`src/rtl/demux_reg.sv`:
```
// Registered 1-to-OUTPUTS demultiplexer with valid/ready handshake.
// Each output channel owns a 1-entry holding register, so a stalled consumer blocks only its own channel.
module demux_reg #(
    parameter int WIDTH   = 18,
    parameter int OUTPUTS = 4,
    localparam int SEL_W  = $clog2(OUTPUTS)
) (
    input  logic             CLK,
    input  logic             RSTN,
    input  logic             CE,
    input  logic             in_valid,
    output logic             in_ready,
    input  logic [WIDTH-1:0] in_data,
    input  logic [SEL_W-1:0] sel,
    output logic [3:0]       out_valid,
    input  logic [3:0]       out_ready,
    output logic [WIDTH-1:0] out0,
    output logic [WIDTH-1:0] out1,
    output logic [WIDTH-1:0] out2,
    output logic [WIDTH-1:0] out3,
    output logic             err
);

    logic [3:0]       valid_q, valid_d;
    logic [WIDTH-1:0] data_q [4];
    logic [WIDTH-1:0] data_d [4];
    logic             err_q, err_d;

    logic sel_bad;
    logic fire;

    // A select beyond the active channels is accepted unconditionally and then dropped.
    assign sel_bad  = (32'(sel) >= OUTPUTS);
    assign in_ready = RSTN && CE && (sel_bad || !valid_q[sel] || out_ready[sel]);
    assign fire     = in_valid && in_ready;

    always_comb begin
        // NOTE: every variable gets a default before any branch, so no latch can be inferred.
        valid_d = '0;
        err_d   = fire && sel_bad;
        for (int k = 0; k < 4; k++) begin
            data_d[k] = '0;
            if (k < OUTPUTS) begin
                valid_d[k] = valid_q[k] && !out_ready[k];
                data_d[k]  = data_q[k];
                if (fire && !sel_bad && (32'(sel) == k)) begin
                    valid_d[k] = 1'b1;
                    data_d[k]  = in_data;
                end
            end
        end
    end

    always_ff @(posedge CLK) begin
        // NOTE: state is updated with non-blocking assignments so every flop samples pre-edge values.
        if (!RSTN) begin
            valid_q <= '0;
            err_q   <= 1'b0;
            for (int k = 0; k < 4; k++) data_q[k] <= '0;
        end else begin
            valid_q <= valid_d;
            err_q   <= err_d;
            for (int k = 0; k < 4; k++) data_q[k] <= data_d[k];
        end
    end

    assign out_valid = valid_q;
    assign out0      = data_q[0];
    assign out1      = data_q[1];
    assign out2      = data_q[2];
    assign out3      = data_q[3];
    assign err       = err_q;

endmodule

```
`config.mk`:
```
export PLATFORM = sky130hd
export DESIGN_NAME = demux_reg
export DESIGN_NICKNAME = d
export VERILOG_FILES = /design/src/rtl/demux_reg.sv
export SDC_FILE = /design/constraint.sdc
export NUM_CORES = 1
export LEC_CHECK = 0
export CAP_MARGIN = 5
export CORE_UTILIZATION = 48
export CTS_CLUSTER_DIAMETER = 60
export DETAILED_ROUTE_END_ITERATION = 6
export GPL_TIMING_DRIVEN = 0
export PLACE_DENSITY = 0.85
export SYNTH_ARGS = -nofsm -noshare
export SYNTH_HDL_FRONTEND = slang
export SYNTH_SLANG_ARGS = --single-unit
```
`constraint.sdc`:
```
create_clock -name CLK -period 2.6 [get_ports CLK]
set_input_delay 0.26 -clock CLK [delete_from_list [all_inputs] [get_ports CLK]]
set_output_delay 0.26 -clock CLK [all_outputs]
set_load 0.005 [all_outputs]
```
==> impl_results.md, run 1 <==
- Fin crit period: 2.35 ns
- Sw Share: 0.237
- Max-slew headroom: 0.606
- NetSw: 0.000532 W
- Post-cts resize count: 0
- Adder-cell share of the synthesized area: 0
- CP max FO: 7
- Largest family of logic cells by synthesized area: multiplexers
- FP Rows: 28
- Seq/Total Area, Yosys: 0.519
- Detailed placement HPWL: 5.29 mm
- Die Wd: 80.2 um
- Type of the worst min-delay path: in2reg
- R2R cell count: 5
- Post-Synth XOR/XNOR Area: 0
- Clk sinks: 76
- Setup crit end kind: output pin
- Crit Path Category: in2out
- Worst ir drop on vdd: 0.000344 V
- Synth unique cells: 24
- Mux share of post-synthesis cell area: 0.253
- Post-route ant nets: 0
- Drt wl/cell: 15.9 um
- Total Wirelength: 7.51 mm
- Vias per std cell: 5.01
- Int Power: 0.00171 W
- Area of the die: 6430 um^2
- Cells after Synth: 279
- I/O pin count: 106
- Data required, critical path: 2.34 ns
- Max-Cap Viols: 0
- TNS Setup: 0 ns
- Routability cong.: 0.800
- Syn. warnings: 0
- Vias in the first global route: 2335
- #FFs+latches synth: 76
- I/O Buffers: 103
- Vert. Die Dim: 80.2 um
- Worst Hold Depth: 4
- Largest net degree at the start of global routing: 14
- Clock buffer count from CTS: 9
- Gr ovfl total: 0
- First-pass GRT wire length: 11.6 mm
- Power share of the clock group: 0.394
- Layout area overhead: 44.9%
- Hold WS: 0.362 ns
- Final cycle utilization of the critical path: 0.905
- Flop pwr share: 0.528
- Area occupied by registers: 1520 um^2
- Post-Syn Area: 2930 um^2
- Max Root-Sink Buffers: 2
- DR pass1 iterations: 5
- Ant diodes: 0
- Synthesized area per cell: 10.5 um^2
- Filler cells: 452
- Multi-input gate area: 1240 um^2
- Initial Utilization: 0.495
- Global Route Usage Sum: 0.244
- Leakage: 1.59 nW
- Status: completed
- TritonCTS clock tree: yes
- Core area: 5920 um^2
- Nets@finish: 421
- Final hold vios: 0
- Final Slew Violations: 0
- Worst skew pair latency: 0.35 ns
- RSZ-0062 raised after global routing: no
- H-Tree Depth: 3
- Postcts setup bufs: 0
- Logic pwr share: 0.078
- Clock Tree Root: clkbuf_8
- Slew @ Worst Pin: 0.591 ns
- Routed vias: 2372
- Share of cells above drive strength 1: 0.0754
- Syn nets: 307
- Fmax: 425 MHz
- Clock Skews: 0.00465 ns
- Clock transition at path regs: 0.08 ns
- CP Launch Type: input port
- Final Setup Violations: 0
- Hold_buf cts: 0
- Worst Path Arrival: 2.09 ns
- DRC viols: 0
- Pwr dens: 529 nW/um^2
- Synth Area in Compound Gates: 0.00939
- Drt first-iter violations: 81
- Antenna violations before repair: 0
- Synth Area in Simple Gates: 0.158
## Yosys cell counts (all sizes together)
master | instances | share of area
buf | 11 | 0.048
mux2i | 72 | 0.25
nor4b | 1 | 0.0081
a21boi | 2 | 0.0051
dfxtp | 76 | 0.52
clkbuf | 9 | 0.012
conb | 1 | 0.0013
nor2b | 1 | 0.0021
and2 | 1 | 0.0021
nand2 | 91 | 0.12
o21ai | 1 | 0.0017
nor3b | 1 | 0.0043
and4 | 1 | 0.0030
nand2b | 4 | 0.0085
mux4 | 1 | 0.0077
nand4 | 1 | 0.0021
and3 | 3 | 0.0081
nand4b | 1 | 0.0030
o21a | 1 | 0.0026
## power by group through the flow
stage	combinational, W	clock, W	sequential (W)
detailed placement	0.000174	0	0.00121
floorplan	0.0000737	0	0.00121
global placement	0.000172	0	0.00121
global route	0.000189	0.000937	0.00119
finish	0.000175	0.000885	0.00119
CTS	0.000176	0.000884	0.00119
## placed cells by master (no fill, tap or decap), drive strengths merged, types with 2 or more instances in the layout
cell type,n
a21boi,2
clkinv,2
nand2,91
mux2i,72
buf,11
and3,3
dfxtp,76
clkinvlp,2
clkbuf,19
clkdlybuf4s50,103
nand2b,4
## through the flow
step	area (um^2)	total power [W]	instances	util	worst slack [ns]
final	4250	0.00225	473	0.718	0.247
after global routing	4250	0.00231	473	0.718	0.164
after CTS	4250	0.00225	473	0.718	0.238
after detailed placement	4060	0.00139	457	0.685	0.238
after global placement	4060	0.00139	457	0.685	0.255
after floorplan	2930	0.00129	279	-	1.29
## area by class of cell
class	count	share of cell area
plain buffers	20	0.0409
multi-input cells	183	0.291
well taps	75	0.0221
clock buffers	10	0.0300
clock inverters	6	0.0150
repair buffers	103	0.243
flip-flops and latches	76	0.358
## kinds of logic after synthesis
| logic type | Yosys count |
|---|---|
| other | 1 |
| AOI/OAI and AO/OA | 4 |
| muxes | 73 |
| DFF | 76 |
| buffers and inverters | 20 |
| and+or+nand+nor | 105 |
## metal layers
metal	vias up	global-route usage	routed length [um]
met3	9	0.0534	416
met4	0	0.0911	88
met5	-	0	0
met2	85	0.416	3630
li1	1153	-	-
met1	1125	0.300	3380
## final timing paths
check                start  slack [ns]            end
max                 sel[1]        0.25       in_ready
min                   RSTN        0.36   out_valid[3]
max reg2reg   out_valid[0]        1.24   data_q[0][9]
min reg2reg  data_q[1][15]        0.46  data_q[1][15]
## critical path, cell delays in order
cell and delay (ns):
clkdlybuf4s50_1 0.68, mux4_2 0.54, and3_1 0.19, clkdlybuf4s50_1 0.43
## sequential cells by signal (all words and copies together) (netlist names)
name       count
data_q        72
out_valid      4
Power figures use the tool's default switching activity.
==> inputs of run 2 (changes only) <==
CORE_ASPECT_RATIO = 0.5   (was default)
SKIP_CTS_REPAIR_TIMING = 1   (was default)
==> run 2 against run 1 <==
Global-route usage increased by 2.4 points; largest cell class unchanged; core utilization increased by 5.0 points; clock power increased by 46%; clock skew increased by 0.0029 ns; non-clock buffer count unchanged; via count increased by 1.9%; critical path type unchanged.
==> impl_results.md, run 2 (synthesis gave the netlist of run 1 again) <==
- First-pass GRT wire length: 12.9 mm (+11%)
- CP Launch Type: input port
- Global Route Usage Sum: 0.268 (+0.0243)
- Leakage: 1.64 nW (+3.1%)
- Vias per std cell: 5.13 (+2.4%)
- Total Wirelength: 8.05 mm (+7.1%)
- Share of cells above drive strength 1: 0.0779 (+0.00251)
- Nets@finish: 421 (unchanged)
- RSZ-0062 raised after global routing: no
- Clock Skews: 0.00755 ns (+0.00290 ns)
- Worst ir drop on vdd: 0.000371 V (+8.0%)
- Die Wd: 113 um (+40%)
- Worst Hold Depth: 4 (unchanged)
- Crit Path Category: in2out
- Worst skew pair latency: 0.34 ns (about the same)
- Layout area overhead: 48.8%
- Drt first-iter violations: 100 (+23%)
- FP Rows: 19 (-32%)
- Initial Utilization: 0.516 (+0.0208)
- Clk sinks: 76 (unchanged)
- Worst R2R End: data_q[0][16]
- Hold EP: out_valid[3]
- Worst Path Arrival: 2.13 ns (+0.04 ns)
- Ant diodes: 0 (unchanged)
- TritonCTS clock tree: yes
- Hold_sp: RSTN
- H-Tree Depth: 3 (unchanged)
- Max Root-Sink Buffers: 2 (unchanged)
- Clock Tree Root: clkbuf_16
- Antenna violations before repair: 0 (unchanged)
- Final Slew Violations: 0 (unchanged)
- Max-slew headroom: 0.562 (-0.0443)
- Area of the die: 6450 um^2 (+0.30%)
- Worst r2r src: out_valid[0]
- Largest register FFs: 72 (unchanged)
- Largest net degree at the start of global routing: 15 (+1)
- TNS Setup: 0 ns (unchanged)
- Core area: 5680 um^2 (-4.0%)
- Fmax: 418 MHz (-1.7%)
- Drt wl/cell: 17.1 um (+7.6%)
- Largest Register: data_q
- Detailed placement HPWL: 5.58 mm (+5.6%)
- CP max FO: 7 (unchanged)
- Routed vias: 2418 (+1.9%)
- Pwr dens: 608 nW/um^2 (+15%)
- R2R setup slack: 1.15 ns (-0.09 ns)
- Filler cells: 391 (-13%)
- Gr ovfl total: 0 (unchanged)
- Max-Cap Viols: 0 (unchanged)
- R2R cell count: 5 (unchanged)
- Data required, critical path: 2.34 ns (about the same)
- Status: completed
- Clock buffer count from CTS: 9 (unchanged)
- DR pass1 iterations: 4 (-1)
- I/O Buffers: 103 (unchanged)
- Fin crit period: 2.39 ns (+0.0406 ns)
- Clock transition at path regs: 0.06 ns (-0.02 ns)
- Final hold vios: 0 (unchanged)
- Post-route ant nets: 0 (unchanged)
- I/O pin count: 106 (unchanged)
- Vias in the first global route: 2575 (+10%)
- Slew @ Worst Pin: 0.657 ns (+0.0665 ns)
- Final Util: 0.768 (+0.0504)
- DRC viols: 0 (unchanged)
- Setup crit end kind: output pin
- Vert. Die Dim: 57.3 um (-29%)
- Routability cong.: 0.794 (-0.72%)
- Final Setup Violations: 0 (unchanged)
- Type of the worst min-delay path: in2reg
- Final cycle utilization of the critical path: 0.921 (+0.0156)
- Commonest non-fill, non-tap cell in the layout: clkdlybuf4s50_1
- Most frequent cells in the layout: 103 x clkdlybuf4s50_1, 91 x nand2_1, 76 x dfxtp_1
-- run 2: critical path, cell delays in order --
cell and delay [ns]:
clkdlybuf4s50_1 0.68, mux4_2 0.56, and3_1 0.20, clkdlybuf4s50_1 0.44
-- run 2: final cells by class --
type,instances,area (um^2),share of cell area
plain buffers,20,174,0.0399
clock buffers,10,239,0.0548
clock inverters,6,70.1,0.0161
multi-input cells,183,1240,0.284
flip-flops and latches,76,1520,0.349
well taps,73,91.3,0.0209
repair buffers,103,1030,0.236
-- run 2: layer usage --
metal	wire length, um	track usage
met1	3280	0.300
met3	387	0.0786
met5	0	0
met4	123	0.124
met2	4250	0.483
-- run 2: power by group --
part           total (W)  switching [W]  internal [W]
Combinational   0.000177      0.0000842     0.0000930
Sequential       0.00119     0.00000892       0.00118
Clock            0.00129       0.000510      0.000776
Total            0.00265       0.000603       0.00205
-- run 2: metrics by stage --
| step | power [W] | hold WS [ns] | setup slack, ns | cells | cell area (um^2) |
|---|---|---|---|---|---|
| after global routing | 0.00272 | 0.391 | 0.165 | 471 | 4360 |
| after detailed placement | 0.00139 | 0.449 | 0.217 | 455 | 4060 |
| after CTS | 0.00265 | 0.375 | 0.216 | 471 | 4360 |
| after global placement | 0.00138 | 0.445 | 0.250 | 455 | 4060 |
| after floorplan | 0.00129 | 0.399 | 1.29 | 279 | 2930 |
| final | 0.00265 | 0.378 | 0.206 | 471 | 4360 |
-- run 2: worst max path at each step --
stage                 startpoint       end  slack (ns)  cells after the start
global placement          sel[1]  in_ready        0.25                      4
detailed placement        sel[1]  in_ready        0.22                      4
global route              sel[1]  in_ready        0.17                      4
finish                    sel[1]  in_ready        0.21                      4
floorplan           out_ready[3]  in_ready        1.29                      3
CTS                       sel[1]  in_ready        0.22                      4
